--- config.mk ---
export PLATFORM = sky130hd
export DESIGN_NAME = serial_word_receiver
export DESIGN_NICKNAME = d
export VERILOG_FILES = /design/src/rtl/serial_word_receiver.sv
export SDC_FILE = /design/constraint.sdc
export NUM_CORES = 1
export LEC_CHECK = 0
export ABC_CLOCK_PERIOD_IN_PS = 2600
export BUFFER_PORTS_ARGS = -buffer_cell sky130_fd_sc_hd__buf_2
export CAP_MARGIN = 20
export CORE_UTILIZATION = 57
export CTS_CLUSTER_DIAMETER = 150
export DETAILED_ROUTE_END_ITERATION = 7
export PLACE_DENSITY = 0.82
export SYNTH_ARGS = -nofsm -noshare
export SYNTH_HDL_FRONTEND = slang
export SYNTH_SLANG_ARGS = --single-unit
--- constraint.sdc ---
create_clock -name clk -period 2.6 [get_ports clk]
set_input_delay 0.13 -clock clk [delete_from_list [all_inputs] [get_ports clk]]
set_output_delay 0.13 -clock clk [all_outputs]
set_load 0.05 [all_outputs]
--- src/rtl/serial_word_receiver.sv ---
// Serial-to-word receiver: collects en-qualified bits into WIDTH-bit words on a valid/ready port.
// Optional even-parity framing bit enabled by `define PARITY_CHECK_EN.
module serial_word_receiver #(
  parameter int WIDTH     = 8,
  parameter bit LSB_FIRST = 1'b1
) (
  input  logic             clk,
  input  logic             rst_n,
  input  logic             en,
  input  logic             d,
  input  logic             clr,
  output logic [WIDTH-1:0] out_data,
  output logic             out_valid,
  input  logic             out_ready,
  output logic             overrun,
  output logic             parity_err
);

`ifdef PARITY_CHECK_EN
  localparam int FRAME = WIDTH + 1;
`else
  localparam int FRAME = WIDTH;
`endif
  localparam int CNT_W = $clog2(FRAME);
  localparam logic [CNT_W-1:0] LAST_CNT = CNT_W'(FRAME - 1);

  logic [CNT_W-1:0] r_bit_cnt;
  logic [WIDTH-1:0] r_shift;
  logic [WIDTH-1:0] r_out_data;
  logic             r_out_valid;
  logic             r_overrun;

  logic             w_bit;
  logic             w_data_bit;
  logic             w_last;
  logic             w_accept;
  logic             w_load;
  logic             w_drop;
  logic [WIDTH-1:0] w_shift_in;
  logic [WIDTH-1:0] w_word;

  // clr outranks en: the bit presented alongside clr is discarded.
  assign w_bit  = en & ~clr;
  assign w_last = w_bit & (r_bit_cnt == LAST_CNT);

  generate
    if (LSB_FIRST) begin : g_lsb_first
      assign w_shift_in = {d, r_shift[WIDTH-1:1]};
    end else begin : g_msb_first
      assign w_shift_in = {r_shift[WIDTH-2:0], d};
    end
  endgenerate

`ifdef PARITY_CHECK_EN
  logic r_parity_err;

  // The trailing parity bit is never shifted in; the data word is already complete.
  assign w_data_bit = w_bit & (r_bit_cnt < CNT_W'(WIDTH));
  assign w_word     = r_shift;
`else
  assign w_data_bit = w_bit;
  assign w_word     = w_shift_in;
`endif

  assign w_accept = r_out_valid & out_ready;
  assign w_load   = w_last & (~r_out_valid | out_ready);
  assign w_drop   = w_last & r_out_valid & ~out_ready;

  always_ff @(posedge clk or negedge rst_n) begin
    if (!rst_n) begin
      r_bit_cnt <= '0;
      r_shift   <= '0;
    end else if (clr || w_last) begin
      r_bit_cnt <= '0;
      r_shift   <= '0;
    end else if (w_bit) begin
      r_bit_cnt <= r_bit_cnt + 1'b1;
      if (w_data_bit) begin
        r_shift <= w_shift_in;
      end
    end
  end

  always_ff @(posedge clk or negedge rst_n) begin
    if (!rst_n) begin
      r_out_data  <= '0;
      r_out_valid <= 1'b0;
      r_overrun   <= 1'b0;
    end else begin
      if (w_load) begin
        r_out_data  <= w_word;
        r_out_valid <= 1'b1;
      end else if (w_accept) begin
        r_out_valid <= 1'b0;
      end
      if (w_drop) begin
        r_overrun <= 1'b1;
      end
    end
  end

`ifdef PARITY_CHECK_EN
  // Even parity over data plus parity bit; only words actually loaded update it.
  always_ff @(posedge clk or negedge rst_n) begin
    if (!rst_n) begin
      r_parity_err <= 1'b0;
    end else if (w_load) begin
      r_parity_err <= (^r_shift) ^ d;
    end
  end

  assign parity_err = r_parity_err;
`else
  assign parity_err = 1'b0;
`endif

  assign out_data  = r_out_data;
  assign out_valid = r_out_valid;
  assign overrun   = r_overrun;

endmodule

### Yosys cells after proc, flatten, opt, wreduce, memory -nomap -nowiden

Index checks and enable logic that the tools add are counted.
W data, S select, Z words.

| word-level totals | value |
|---|---|
| output and inout port bits | 11 |
| logic and storage cells | 26 |
| input port bits | 6 |
| register bits after elaboration | 21 |

| operators by class | value |
|---|---|
| reduce and logical (&&, ||, !) cells | 3 |
| add/subtract/negate cells | 1 |
| equality and inequality tests | 1 |
| multiplexer cells | 6 |
| bitwise logic cells | 10 |

Operators by type and width:

| operator | number |
|---|---|
| $mux W8 | 2 |
| $and A1 B1 Y1 | 6 |
| $mux W3 | 2 |
| $reduce_bool A2 Y1 | 2 |
| $add A3 B1 Y3 const B | 1 |
| $eq A3 B3 Y1 const B | 1 |
| $not A1 Y1 | 3 |
| $mux W1 | 2 |
| $logic_or A1 B1 Y1 | 1 |
| $or A1 B1 Y1 | 1 |

### Depth between registers and ports, before layout

Gate-level depths: netlist (run 1).

| depth | value |
|---|---|
| depth after elaboration | 5 |
| depth in mapped cells | 6 |
| depth with buffers taken out | 5 |

### Least setup slack after synthesis (run 1)

No wires, ideal clock.

| path | value |
|---|---|
| path type | flip-flop to flip-flop |
| from | register r_bit_cnt[0] |
| to | register r_out_data[0], in the netlist out_data[0] |
| setup time | 0.125 ns |
| required time | 2.475 ns |
| buffers on the path | 1 |
| cell stages (with the launch flop) | 7 |
| slack | 1.147 ns |
| data arrival time | 1.328 ns |
| period minus slack after synthesis | 1.453 ns |
| cells stage by stage | dfrtp_1 > ha_1 > ha_1 > nand3b_4 > nor2b_4 > buf_6 > mux2_4 |

| on the way | value |
|---|---|
| word-level cells in the longest chain between the ends | 3 |

Ends and longest elaborated chain:

| item | RTL line | text |
|---|---|---|
| from (decl) | 27 | `logic [CNT_W-1:0] r_bit_cnt;` |
| from (signal assigned) | 77 | `r_bit_cnt <= r_bit_cnt + 1'b1;` |
| $eq A3 B3 Y1 | 44 | `assign w_last = w_bit & (r_bit_cnt == LAST_CNT);` |
| $and A1 B1 Y1 | 44 |  |
| $and A1 B1 Y1 | 66 | `assign w_load = w_last & (~r_out_valid \| out_ready);` |
| to (signal assigned) | 91 | `r_out_data <= w_word;` |
| to (decl) | 29 | `logic [WIDTH-1:0] r_out_data;` |

Every way passes these cells.
A chain may end at the register's enable or synchronous reset.

### Worst setup path in the final report (run 1)

Ends and elaborated chain as after synthesis.

==> results of run 1 <==
registers in the layout, summed over array words and instances (netlist names):
signal     cells
out_data       8
out_valid      1
overrun        1
r_bit_cnt      3
r_shift        7
cells by family after synthesis:
| logic type | Yosys count | synth area share [%] |
|---|---|---|
| adders and majority gates | 2 | 2.67 |
| AOI/OAI and AO/OA | 10 | 5.61 |
| and+or+nand+nor | 24 | 19.5 |
| buffers and inverters | 6 | 4.54 |
| other | 1 | 0.400 |
| DFF | 20 | 53.4 |
| muxes | 9 | 13.9 |
power groups by stage:
| stage | sequential, mW | combinational [mW] | clock [mW] |
|---|---|---|---|
| floorplan | 0.324 | 0.0222 | 0 |
| global placement | 0.324 | 0.0314 | 0 |
| detailed placement | 0.325 | 0.0321 | 0 |
| CTS | 0.319 | 0.0332 | 0.143 |
| global route | 0.319 | 0.0369 | 0.154 |
| finish | 0.318 | 0.0325 | 0.139 |
worst paths after layout:
kind | from | to | slack, ns | cells past startpoint
max | r_bit_cnt[0] | out_data[0] | 0.81 | 5
max in group asynchronous | rst_n | r_shift[3] | 2.01 | 2
min in group asynchronous | rst_n | r_shift[4] | 0.30 | 2
max reg2reg | r_bit_cnt[0] | out_data[0] | 0.81 | 5
min reg2reg | overrun | overrun | 0.48 | 1
min | d | out_data[7] | 0.09 | 2
final cells by class:
class	count	share of cell area (%)
repair buffers	16	8.32
multi-input cells	46	38.6
well taps	16	1.96
flip-flops and latches	20	49.0
clock buffers	3	2.20
Yosys cell counts:
master    number
buf_6          2
clkbuf_1       2
conb_1         1
nand2_1        1
mux2i_1        1
nand3b_4       1
ha_1           2
nor2_1         2
nand2b_4       1
dfrtp_1       20
a21oi_1        9
mux2_4         8
nand2b_1       9
buf_2          1
nand3b_1       9
o21bai_1       1
buf_4          1
nor2b_4        1
routing by layer:
layer  global-route usage (%)  up-vias  routed length [um]
met4                     7.50        0                   0
li1                         -      269                   -
met3                     5.60        0                  51
met5                        0        -                   0
met2                     25.2       13                 656
met1                     26.6      250                 674
cells in the final DEF (no fill, tap or decap), types with 2 or more instances in the layout:
cell type,count
a21oi_1,9
buf_2,15
clkbuf_4,3
dfrtp_1,20
ha_1,2
mux2_4,8
nand2b_1,9
nand3b_1,9
nor2_1,2
worst max-delay path: cells and delay by family (launching register included):
family,cells,cell delay (ns)
adders and majority gates,2,0.51
DFF,1,0.39
muxes,1,0.33
and+or+nand+nor,2,0.46
stage by stage:
step,instances,setup WS [ns]
after floorplan,72,1.15
after global placement,97,0.888
after detailed placement,97,0.807
after CTS,101,0.787
after global routing,101,0.686
final,101,0.808
repair_timing:
item / CTS / global route
endpoints found under the setup margin: 0 / 0
hold endpoints to repair: 20 / 0
hold buffers: 1 / 0
==> flow_metrics.tcl, run 1 <==
set metrics [dict create \
    power_uw 490 \
    seqPwrFrac_pct 65.0 \
    cp_slowest_cell "dfrtp_1" \
    stdcell_area_sq_um 1020 \
    seq_area_sq_um 500 \
    p_sw_share_pct 22.2 \
    fin_util_pct 67.1 \
    crit_chain "ha_1 -> ha_1 -> nand3b_4 -> nor2b_4 -> mux2_4" \
    grt_start_max_net_pins 21 \
    grt_usage_pct 18.2 \
    fp.coreArea_sq_um 1520 \
    start_kind "flop" \
    firstDrtPassIters 4 \
    leakage_nw 0.532 \
    dp_hpwl_um 1000 \
    hold_path.class "in2reg" \
    rsz0062_at_grt "no" \
    max_stage_delay_ns 0.39 \
    synth.area.top_cells "dfrtp_1 53%, mux2_4 13%, nand3b_1 7.2%" \
    nNetsFinal 95 \
    rows 14 \
    num-fill-cells 111 \
    grt_pass1_wl_um 2390 \
    drcViolationCount 0 \
    die_w_um 42.5 \
    fin_hold_ws_ns 0.0866 \
    cts_inserted_buffers 3 \
    clock_latency_ns 0.29 \
    power_density_nw_per_um2 480 \
    clock_sinks 20 \
    p_sw_uw 109 \
    ir_drop_mv 0.306 \
    num_vias 532 \
    h-tree-depth 1 \
    antenna_found_initial 0 \
    fin_setup_tns_ns 0 \
    syn_inst 72 \
    cts_resized 0 \
    slew_violations 0 \
    drive_gt1_share_pct 34.1 \
    fin_crit_ns 1.79 \
    io_pins 17 \
    start_util_pct 61.5 \
    vias_per_cell 5.27 \
    maxCapViolCount 0 \
    worstSetupEndpointType "flop" \
    root_buffer "clkbuf_4" \
    synth.distinct_cells 18 \
    fmax_mhz 558 \
    p_int_uw 381 \
    yosys_register_bits 20 \
    critPathMaxFanout 11 \
    fin_skew_ns 0.00360 \
    drtAntennaViolNets 0 \
    synth.cell_area_sq_um 937 \
    syn2layout_area_growth_pct 9.08 \
    p_comb_share_pct 6.6 \
    die-area_sq_um 1810 \
    cpMostUsedCell "ha_1" \
    status "complete, no violations" \
    gp_congestion 0.697 \
    drtIter0Drc 7 \
    die_h_um 42.5 \
    worstPathArrival_ns 1.97 \
    path_clk_slew_ns 0.10 \
    synth.avg_cell_area_sq_um 13.0 \
    io_buffers 15 \
    synth_area_leader_cell "dfrtp_1" \
    synth_top_area_share_pct 53.4 \
    ys_warn_count 0 \
    timing.final.hold_violations 0 \
    clockBufferDepth 2 \
    p_clk_share_pct 28.4 \
    worstPathRequired_ns 2.78 \
    grt.overflow.total 0 \
    wl_per_cell_um 13.7 \
    yosysSeqAreaShare_pct 53.4 \
    multi_input_area_sq_um 394 \
    synth_nets 80 \
    totalWireLength_um 1380 \
    grt_pass1_vias 499 \
    place_area_sq_um 990 \
    worstSetupPathType "reg2reg" \
    num_antenna_cells 0 \
    postCtsSetupBuffers 0 \
    finalCritPeriodShare_pct 68.9 \
    final-setup-viol-count 0 \
    cts_tree "built" \
]
Note: power is estimated with default switching activity, not from simulation.
==> run 2, diff against run 1 <==
ABC_AREA = 1   (was unset)
ABC_CLOCK_PERIOD_IN_PS = 1440   (was 2600)
CORE_UTILIZATION = 47   (was 57)
PLACE_DENSITY = 0.73   (was 0.82)
clock period = 1.44 ns   (was 2.6 ns; I/O delays follow)
==> run 2 against run 1 <==
  * Register-to-register slack got worse by 0.68 ns
  * Die area rose by 12%
  * Final area fell by 2.1%
  * First-iteration DRC count rose by 43%
  * Highest routed layer unchanged
  * Count of clock-buffer cells in the layout did not move
  * Global-route usage fell by 1.4 points
==> flow_metrics.tcl, run 2 <==
set metrics [dict create \
    worstPathArrival_ns 1.55 \
    synth.distinct_cells 18 \
    drtIter0Drc 10 \
    final_cell_mix "37 x nand2_1, 20 x dfrtp_1, 15 x buf_2, 13 x nand4_1, 4 x nand3_1" \
    synth_nets 102 \
    postCtsSetupBuffers 0 \
    vias_per_cell 5.04 \
    cts_inserted_buffers 3 \
    clock_sinks 20 \
    path_clk_slew_ns 0.11 \
    drive_gt1_share_pct 22.7 \
    fin_setup_tns_ns 0 \
    dp.cells 131 \
    finalCritPeriodShare_pct 91.3 \
    synth_area_leader_cell "dfrtp_1" \
    fin_crit_ns 1.31 \
    num_vias 681 \
    holdPathEnd "r_shift[7]" \
    cts_tree "built" \
    leakage_nw 0.582 \
    num_antenna_cells 0 \
    power_density_nw_per_um2 970 \
    worstSetupEndpointType "flop" \
    synth_top_area_share_pct 57.4 \
    antenna_found_initial 0 \
    synth.cell_area_sq_um 872 \
    clockBufferDepth 2 \
    worstSetupPathType "reg2reg" \
    async_flop_share_pct 100 \
    fmax_mhz 761 \
    io_buffers 15 \
    status "complete, no violations" \
    die_w_um 45.1 \
    synth.area.top_cells "dfrtp_1 57%, nand2_1 16%, nand4_1 9.3%" \
    dp_hpwl_um 1060 \
    wl_per_cell_um 10.7 \
    io_pins 17 \
    synthSimpleGateAreaFrac_pct 31.6 \
    layoutNonFillerInstCount 135 \
    synthAdderAreaFrac_pct 2.87 \
    grt.overflow.total 0 \
    synth_common_cells "37 x nand2_1, 20 x dfrtp_1, 13 x nand4_1, 4 x nand3_1, 3 x inv_1" \
    syn_inst 94 \
    ff2ff_setup_slack_ns 0.13 \
    rows 15 \
    critPathMaxFanout 10 \
    grt_usage_pct 16.9 \
    syn2layout_area_growth_pct 14.8 \
    r2r_cells 6 \
    ir_drop_mv 0.654 \
    rsz0062_at_grt "no" \
    yosysSeqAreaShare_pct 57.4 \
    largest_reg_flops 8 \
    gp_congestion 0.808 \
    min-delay-start "d" \
    die-area_sq_um 2030 \
    synth_top_family_by_area "simple AND/OR/NAND/NOR gates" \
    hold_path.class "in2reg" \
    root_buffer "clkbuf_4" \
    die_h_um 45.1 \
    fin_skew_ns 0.00746 \
    start_kind "flop" \
    totalWireLength_um 1440 \
    maxCapViolCount 0 \
    worstPathRequired_ns 1.68 \
    clock_latency_ns 0.29 \
    num-fill-cells 179 \
    timing.final.hold_violations 0 \
    yosys_register_bits 20 \
    worstReg2RegEnd "out_data[2]" \
    synth_edf_count 0 \
    hold_path_depth 3 \
    worstReg2RegStart "r_bit_cnt[0]" \
    drcViolationCount 0 \
    synth_xor_xnor_area_share_pct 0 \
    muxShareOfSynthArea_pct 0 \
    yosysMostFrequentCell "nand2_1" \
    fin_util_pct 58.0 \
    grt_pass1_wl_um 2470 \
    firstDrtPassIters 4 \
    slew_violations 0 \
    fp.coreArea_sq_um 1730 \
    grt_pass1_vias 585 \
    final_common_cell "nand2_1" \
    nNetsFinal 120 \
    grt_start_max_net_pins 21 \
    start_util_pct 50.5 \
    drtAntennaViolNets 0 \
    h-tree-depth 1 \
    final-setup-viol-count 0 \
    ys.flop_type "dfrtp_1" \
    synth-compound-area-share_pct 1.43 \
    synth.avg_cell_area_sq_um 9.28 \
    ys_warn_count 0 \
]
-- run 2: cell count changes after synthesis, sizes merged, moves of 8 or more --
| cell | previous run | this run |
|---|---|---|
| a21oi | 9 | 1 |
| mux2 | 8 | 0 |
| nand2 | 1 | 37 |
| nand2b | 10 | 0 |
| nand3b | 10 | 0 |
| nand4 | 0 | 13 |
-- run 2: layout make-up --
| type | instances | area, sq um | area share [%] |
|---|---|---|---|
| Sequential cell | 20 | 500 | 50.0 |
| Multi-Input combinational cell | 64 | 324 | 32.4 |
| Timing Repair Buffer | 18 | 100 | 10.0 |
| Tap cell | 25 | 31.3 | 3.13 |
| Clock buffer | 3 | 22.5 | 2.25 |
| Inverter | 5 | 22.5 | 2.25 |
-- run 2: worst max-delay path, cell delays in order (launching register included) --
cell     delay [ns]
dfrtp_1        0.41
ha_1           0.21
ha_1           0.22
buf_4          0.18
nand3_4        0.12
nand2_1        0.06
nand2_1        0.06
-- run 2: timing repair --
action | 4_1_cts | 5_1_grt
endpoints found under the setup margin | 0 | 3
hold endpoints to repair | 20 | 0
resized for setup | 0 | 2
hold buffers | 1 | 0
-- run 2: cells by family (layout without fill, tap and decap cells) --
| kind of cell | count (synthesis) | count (layout) |
|---|---|---|
| other | 1 | 1 |
| flip-flops | 20 | 20 |
| buffers and inverters | 10 | 26 |
| AND/OR/NAND/NOR | 59 | 59 |
| AO/OA/AOI/OAI | 2 | 2 |
| adder cells (fa/ha/maj) | 2 | 2 |
-- run 2: layer usage --
| layer | GRT usage (%) | wire (um) |
|---|---|---|
| met1 | 22.9 | 694 |
| met5 | 0 | 0 |
| met2 | 26.7 | 664 |
| met3 | 4.00 | 83 |
| met4 | 5.45 | 0 |
-- run 2: worst max-delay path by stage --
stage                       startpoint           end  cells after the start
after floorplan           r_bit_cnt[0]   out_data[0]                      6
after global placement    r_bit_cnt[0]   out_data[5]                      6
after detailed placement  r_bit_cnt[0]  r_bit_cnt[0]                      5
after CTS                 r_bit_cnt[0]  r_bit_cnt[0]                      5
after global routing      r_bit_cnt[0]   out_data[7]                      6
final                     r_bit_cnt[0]   out_data[2]                      6
-- run 2: metrics by stage --
stage          worst slack, ns  power, mW  hold WS [ns]  cell area [sq um]
3_3_place_gp             0.188      0.724        0.0356                957
3_5_place_dp             0.105      0.731        0.0373                957
2_1_floorplan            0.221      0.698        -0.224                872
6_report                 0.126      0.971        0.0225               1000
5_1_grt                0.00370       1.02        0.0235               1000
4_1_cts                 0.0853      0.980        0.0115                990
-- run 2: where the power goes --
group / total, mW / internal [mW] / leakage [nW] / switching [mW]
Sequential: 0.608 / 0.590 / 0.276 / 0.0188
Clock: 0.250 / 0.0971 / 0.0138 / 0.153
Combinational: 0.112 / 0.0398 / 0.293 / 0.0720
Total: 0.971 / 0.727 / 0.582 / 0.244
